$ cat config.mk
export PLATFORM = sky130hd
export DESIGN_NAME = mem_arbiter
export DESIGN_NICKNAME = d
export VERILOG_FILES = /design/src/rtl/mem_arbiter.sv
export SDC_FILE = /design/constraint.sdc
export NUM_CORES = 1
export LEC_CHECK = 0
export CAP_MARGIN = 10
export CORE_MARGIN = 4
export CORE_UTILIZATION = 37
export CTS_CLUSTER_DIAMETER = 50
export DETAILED_ROUTE_END_ITERATION = 8
export PLACE_DENSITY = 0.75
export SETUP_SLACK_MARGIN = 0.5
export SLEW_MARGIN = 5
export SYNTH_ARGS = -nofsm -noshare
export SYNTH_HDL_FRONTEND = slang
export SYNTH_SLANG_ARGS = --single-unit
$ cat constraint.sdc
create_clock -name clk -period 2 [get_ports clk]
set_clock_uncertainty 0.1 [all_clocks]
set_input_delay 0.3 -clock clk [delete_from_list [all_inputs] [get_ports clk]]
set_output_delay 0.3 -clock clk [all_outputs]
set_load 0.02 [all_outputs]
$ cat src/rtl/mem_arbiter.sv
// Two-requester memory arbiter: instruction fetch and data load/store share one memory port.
// Data normally has priority; a saturating starvation counter lets a waiting fetch through.
module mem_arbiter #(
    parameter int STARVE_MAX = 3,
    parameter int AW         = 32,
    parameter int DW         = 32
) (
    input  logic          clk,
    input  logic          rst_n,
    input  logic          if_req,
    input  logic [AW-1:0] if_addr,
    output logic [DW-1:0] if_rdata,
    output logic          if_ack,
    input  logic          d_req,
    input  logic          d_we,
    input  logic [AW-1:0] d_addr,
    input  logic [DW-1:0] d_wdata,
    input  logic [2:0]    d_rw_type,
    output logic [DW-1:0] d_rdata,
    output logic          d_ack,
    output logic          mem_en,
    output logic          mem_we,
    output logic [AW-1:0] mem_addr,
    output logic [DW-1:0] mem_wdata,
    output logic [2:0]    mem_rw_type,
    input  logic [DW-1:0] mem_rdata,
    input  logic          mem_ready,
    output logic          stall_if,
    output logic          stall_mem
);

    localparam int SW = (STARVE_MAX < 1) ? 1 : $clog2(STARVE_MAX + 1);
    localparam logic [SW-1:0] STARVE_LIMIT = SW'(STARVE_MAX);

    typedef enum logic [1:0] {
        IDLE,
        ISSUE,
        WAIT
    } state_t;

    state_t        state_reg;
    state_t        state_next;
    logic          owner_reg;
    logic [SW-1:0] starve_cnt_reg;

    logic if_elig;
    logic d_elig;
    logic grant_fetch;
    logic grant_data;

    // A requester is never eligible in its own ack cycle, so a held req is not regranted.
    assign if_elig     = if_req & ~if_ack;
    assign d_elig      = d_req & ~d_ack;
    assign grant_fetch = (state_reg == IDLE) & if_elig &
                         (~d_elig | (starve_cnt_reg == STARVE_LIMIT));
    assign grant_data  = (state_reg == IDLE) & d_elig & ~grant_fetch;

    assign mem_en    = (state_reg == ISSUE);
    assign stall_if  = if_req & ~if_ack;
    assign stall_mem = d_req & ~d_ack;

    always_comb begin
        state_next = state_reg;
        case (state_reg)
            IDLE:    if (grant_fetch || grant_data) state_next = ISSUE;
            ISSUE:   state_next = WAIT;
            WAIT:    if (mem_ready) state_next = IDLE;
            default: state_next = IDLE;
        endcase
    end

    always_ff @(posedge clk or negedge rst_n) begin
        if (!rst_n) begin
            state_reg <= IDLE;
        end else begin
            state_reg <= state_next;
        end
    end

    always_ff @(posedge clk or negedge rst_n) begin
        if (!rst_n) begin
            owner_reg      <= 1'b0;
            starve_cnt_reg <= '0;
            mem_we         <= 1'b0;
            mem_addr       <= '0;
            mem_wdata      <= '0;
            mem_rw_type    <= 3'b000;
        end else if (grant_fetch) begin
            owner_reg      <= 1'b0;
            starve_cnt_reg <= '0;
            mem_we         <= 1'b0;
            mem_addr       <= if_addr;
            mem_wdata      <= '0;
            mem_rw_type    <= 3'b010;
        end else if (grant_data) begin
            owner_reg   <= 1'b1;
            mem_we      <= d_we;
            mem_addr    <= d_addr;
            mem_wdata   <= d_wdata;
            mem_rw_type <= d_rw_type;
            if (if_elig && (starve_cnt_reg != STARVE_LIMIT)) begin
                starve_cnt_reg <= starve_cnt_reg + 1'b1;
            end
        end
    end

    // Completion: capture into the owner's read register and pulse only its ack.
    always_ff @(posedge clk or negedge rst_n) begin
        if (!rst_n) begin
            if_rdata <= '0;
            d_rdata  <= '0;
            if_ack   <= 1'b0;
            d_ack    <= 1'b0;
        end else begin
            if_ack <= 1'b0;
            d_ack  <= 1'b0;
            if ((state_reg == WAIT) && mem_ready) begin
                if (owner_reg) begin
                    d_rdata <= mem_rdata;
                    d_ack   <= 1'b1;
                end else begin
                    if_rdata <= mem_rdata;
                    if_ack   <= 1'b1;
                end
            end
        end
    end

endmodule

== Word-level counts from Yosys, hierarchy flattened ==
Cells that the tools add are included.
Cells by class
  add/subtract/negate cells: 1
  eq/ne operators: 6
  muxes and demuxes: 20
  bitwise gates (word level): 12
  reduce and logical (&&, ||, !) cells: 10
Operators by type and width (count)
  $mux 32: 4
  $mux 2: 5
  $mux 1: 8
  $reduce_and 2->1: 4
  $and 1x1->1: 6
  $mux 3: 2
  $pmux 2 s3: 1
  $not 1->1: 5
  $eq 2x2->1 const B: 2
  $ne 2x2->1 const B: 2
  $reduce_bool 2->1: 2
  $add 2x1->2 const B: 1
  $eq 2x1->1 const B: 1
  $logic_and 1x1->1: 2
  $logic_not 2->1: 1
  $ne 2x1->1 const B: 1
  $logic_or 1x1->1: 1
  $or 1x1->1: 1
Word-level totals
  register bits: 139
  input port bits: 137
  output and inout bits: 137
  logic and storage cells: 60

== Longest topological paths before layout ==
  depth in word-level cells: 10
  depth in mapped cells: 6
  depth with buffers taken out: 4

== Least setup slack after synthesis ==
No wires, ideal clock.
  path kind: reg2reg
  start point: register d_ack
  end point: register mem_addr[21]
  setup time: 0.125 ns
  data arrival time: 1.800 ns
  required time: 1.775 ns
  slack: -0.025 ns
  stages on the path, launching flop included: 6
  path buffers: 2
  clock period less this slack: 2.025 ns
  cells stage by stage: dfrtp_1 > or4b_1 > buf_6 > buf_6 > mux2_4 > mux2_2
On the way
  word-level cells in the longest chain between the ends: 8
  elaborated cells on any way between the ends: 10
  those cells by class: mux: 1; bitwise: 8; reduce/logical: 1
RTL lines
  start, declared: line 20  | output logic d_ack,
  start signal, assigned: line 113  | d_ack <= 1'b0;
  start signal, assigned: line 116  | d_ack <= 1'b0;
  start signal, assigned: line 120  | d_ack <= 1'b1;
  $not 1->1 *: line 53  | assign d_elig = d_req & ~d_ack;
  $and 1x1->1 *: line 53
  $not 1->1: line 55  | (~d_elig | (starve_cnt_reg == STARVE_LIMIT));
  $or 1x1->1: line 55
  $and 1x1->1: line 54  | assign grant_fetch = (state_reg == IDLE) & if_elig &
  $not 1->1: line 56  | assign grant_data = (state_reg == IDLE) & d_elig & ~grant_fetch;
  $and 1x1->1: line 56
  $reduce_bool 2->1 (no source line)
  end signal, assigned: line 92  | mem_addr <= if_addr;
  end signal, assigned: line 98  | mem_addr <= d_addr;
  end, declared: line 23  | output logic [AW-1:0] mem_addr,
Every way passes the cells marked *; elsewhere a longest branch is shown, timed or not.
A chain may end at the register's enable or synchronous reset.

== Worst setup path after layout ==
  start point: register state_reg[0]
  end point: register mem_addr[13]
On the way
  word-level cells in the longest chain between the ends: 6
  elaborated cells on any way between the ends: 8
  those cells by class: mux: 1; bitwise: 5; reduce/logical: 2
RTL lines
  start, declared: line 41  | state_t state_reg;
  start signal, assigned: line 76  | state_reg <= state_next;
  $logic_not 2->1 *: line 54, 56
  $and 1x1->1 (2 in series): line 54
  $not 1->1: line 56
  $and 1x1->1: line 56
  $reduce_bool 2->1 (no source line)
Marks and branches as above.

==> results.md <==
* Initial DRC count at 175
* RSZ-0062 raised after global routing: yes
* Hold Path Class: in2async
* Clk slew on worst S/H paths at 60 ps
* GRT overflow at 0
* Ys Warns at 0
* Inst Count DP at 904
* Die Width at 133 um
* Post-synth cell types at 24
* Initial core utilization at 38.0%
* Slowest cell on crit path: or4b_4
* Syn nets at 562
* Max Fanout on Critical Path at 39
* Crit path buffers/inverters at 1
* Synth Instances at 424
* Non-Filler Instances at 952
* Largest net degree at the start of global routing at 50
* Avg WL per Cell at 19.4 um
* Diode count at 0
* Predominant post-synthesis flop cell: dfrtp_1
* P_int at between 10,000 and 15,000 uW
* Clk sinks at ~140
* Final period utilization at 102%
* Most frequent cells in the layout: dfrtp_1 (138), clkdlybuf4s50_1 (135), nand2_1 (72)
* Root buf cell: clkbuf_16
* Pwr Density at about 1700 mW/mm^2
* # fillers at around 1,100
* Final setup fails at 27
* Slew HR at 68.3%
* Top Ports at around 270
* First-pass GRT wire length at 27,300 um
* Vias at 4,584
* Max Slew Vio Count at 0
* PnR worst setup slack at -31.9 ps
* Most common cell after layout, fill and taps aside: dfrtp_1
* Switching share of total power at 36.4%
* Worst-Margin Slew at 475 ps
* Clk pwr share at between 10% and 20%
* Area of the multi-input gates at between 0.002 and 0.0025 mm^2
* Pwr Total at roughly 17,000 uW
* Worst setup SP type: flop
* #FFs+latches synth at 139
* Dpl hpwl at roughly 12,000 um
* VDD IR max at 0.920 mV
* Final hold vios at 0
* Worst reg2reg path depth at 4
* Fmax at 492 MHz
* Min Tclk post-route at 2030 ps
* Placement Rows at 45
* Core area at 0.0153 mm^2
* Final Wtd Congestion at 0.769
* RR Startpoint: state_reg[0]$_DFFE_PN0P_
* Vias in the first global route at 5,052
* Antenna violations before repair at 0
* Final WL at 18,400 um
* Post-route ant nets at 0
* Reg power frac at 30.0%
* Max-Cap Viols at 0
* Syn Area/Cell at 13.7 um^2
* R2R setup slack at -30 ps
* CP endpoint kind: flop
* Setup total negative slack at -395 ps
* Final core occ at 65.7%
* Post-route DRC at 0
* I/O Buffers at 273
* H-tree levels at 4
* Crit path max-delay family: multiplexers
* Post-DR vias/cell at 4.82
* Total CTS buffers at 17
* Die H at 133 um
* Mapped Area at 0.00580 mm^2
* Area Overhead vs Synth at 72.8%
* Leak at 0.00460 uW
* Worst skew pair latency at ~400 ps
* First-pass iteration count of the detailed router at 4
* Async SR Flop Fraction at 100%
* CTS tree: yes
* Total Routing Usage GR at 19.6%
* Status: complete, but fails checks
* Failing checks: negative setup slack
* RR Endpoint: mem_addr[13]$_DFFE_PN0P_
* Share of cells above drive strength 1 at between 40% and 50%
* Max incr delay on CP at 570 ps
* Sequential Area at 0.00348 mm^2
* CP cell instances: or4b_4 > buf_12 > mux2_4 > mux2_2
* Final nets at around 870
* Place WS at -313 ps
* Worst setup path class: reg2reg
* WP data arrival at 2220 ps
* Crit path required time at 2190 ps
* Sequential-to-total area share from yosys stat at between 60 and 70%
* Net Sw Power at 6110 uW
* Die Area at between 0.015 and 0.02 mm^2
* Post-synth EDFFs at 0
* Clock Path Buffers at 2
* Logic pwr share at 50.3%
## power by group through the flow
| stage | sequential, uW | clock, uW | combinational [uW] |
|---|---|---|---|
| after floorplan | 6650 | 0 | 3250 |
| after CTS | 5060 | 3380 | 8400 |
| final | 5040 | 3310 | 8440 |
| after detailed placement | 5070 | 0 | 8690 |
| after global placement | 4990 | 0 | 8550 |
| after global routing | 5210 | 3510 | 8930 |
## cells by family after synthesis
| logic type | synth area share [%] |
|---|---|
| AOI/OAI and AO/OA | 3.39 |
| adders and majority gates | 0.216 |
| buffers and inverters | 2.83 |
| and+or+nand+nor | 6.76 |
| muxes | 26.8 |
| DFF | 60.0 |
## stage by stage
stage / hold WS [ps] / area [um^2]
6_report: 289 / 10000
5_1_grt: 331 / 10000
4_1_cts: 302 / 9930
3_5_place_dp: 175 / 9150
3_3_place_gp: 168 / 9150
2_1_floorplan: -95.6 / 6160
## what timing repair did
| item | in CTS | in global routing |
|---|---|---|
| pin swaps | 1 | 3 |
| setup buffers | 0 | 7 |
| hold endpoints to repair | 47 | 0 |
| gates resized for setup | 382 | 88 |
| gates cloned | 0 | 8 |
| hold buffers | 1 | 0 |
| setup endpoints to repair | 273 | 201 |
## layer usage
metal  part of all wire [%]  global-route usage (%)  vias to the layer above
met5                      0                       0                        -
met4                    1.7                    6.34                        0
met3                    8.5                    7.97                       22
met2                     50                    32.7                      193
met1                     40                    23.2                     2301
li1                       -                       -                     2068
## Yosys cell counts (2+ instances only)
library cell	n	area, um^2
a21oi_1	35	175
buf_2	8	40.0
buf_4	3	22.5
buf_6	2	22.5
buf_8	2	30.0
clkbuf_1	11	41.3
dfrtp_1	139	3480
inv_1	2	7.51
mux2_2	98	1100
mux2_4	30	450
nand2_1	72	270
nor2_1	4	15.0
nor2b_1	3	18.8
nor3b_1	2	15.0
o21ai_0	3	15.0
or4b_1	2	20.0
## area by class of cell
cell class	count	share of cell area, %
clock inverter	9	1.35
clock buffer	23	4.87
sequential	139	34.7
tap	211	2.63
multi-input combinational	257	24.9
inverter	2	0.0749
timing repair buffer	311	31.5
## worst max-delay path by stage
stage / start / end / slack, ps / depth (start not counted)
after floorplan: d_ack$_DFF_PN0_ / mem_addr[10]$_DFFE_PN0P_ / 6 / 5
after global placement: d_req / mem_addr[17]$_DFFE_PN0P_ / -300 / 5
after detailed placement: d_req / mem_addr[17]$_DFFE_PN0P_ / -310 / 5
after CTS: state_reg[0]$_DFFE_PN0P_ / mem_addr[21]$_DFFE_PN0P_ / -20 / 4
after global routing: state_reg[0]$_DFFE_PN0P_ / mem_addr[13]$_DFFE_PN0P_ / -60 / 4
final: state_reg[0]$_DFFE_PN0P_ / mem_addr[13]$_DFFE_PN0P_ / -30 / 4
(Power assumes the default switching activity.)
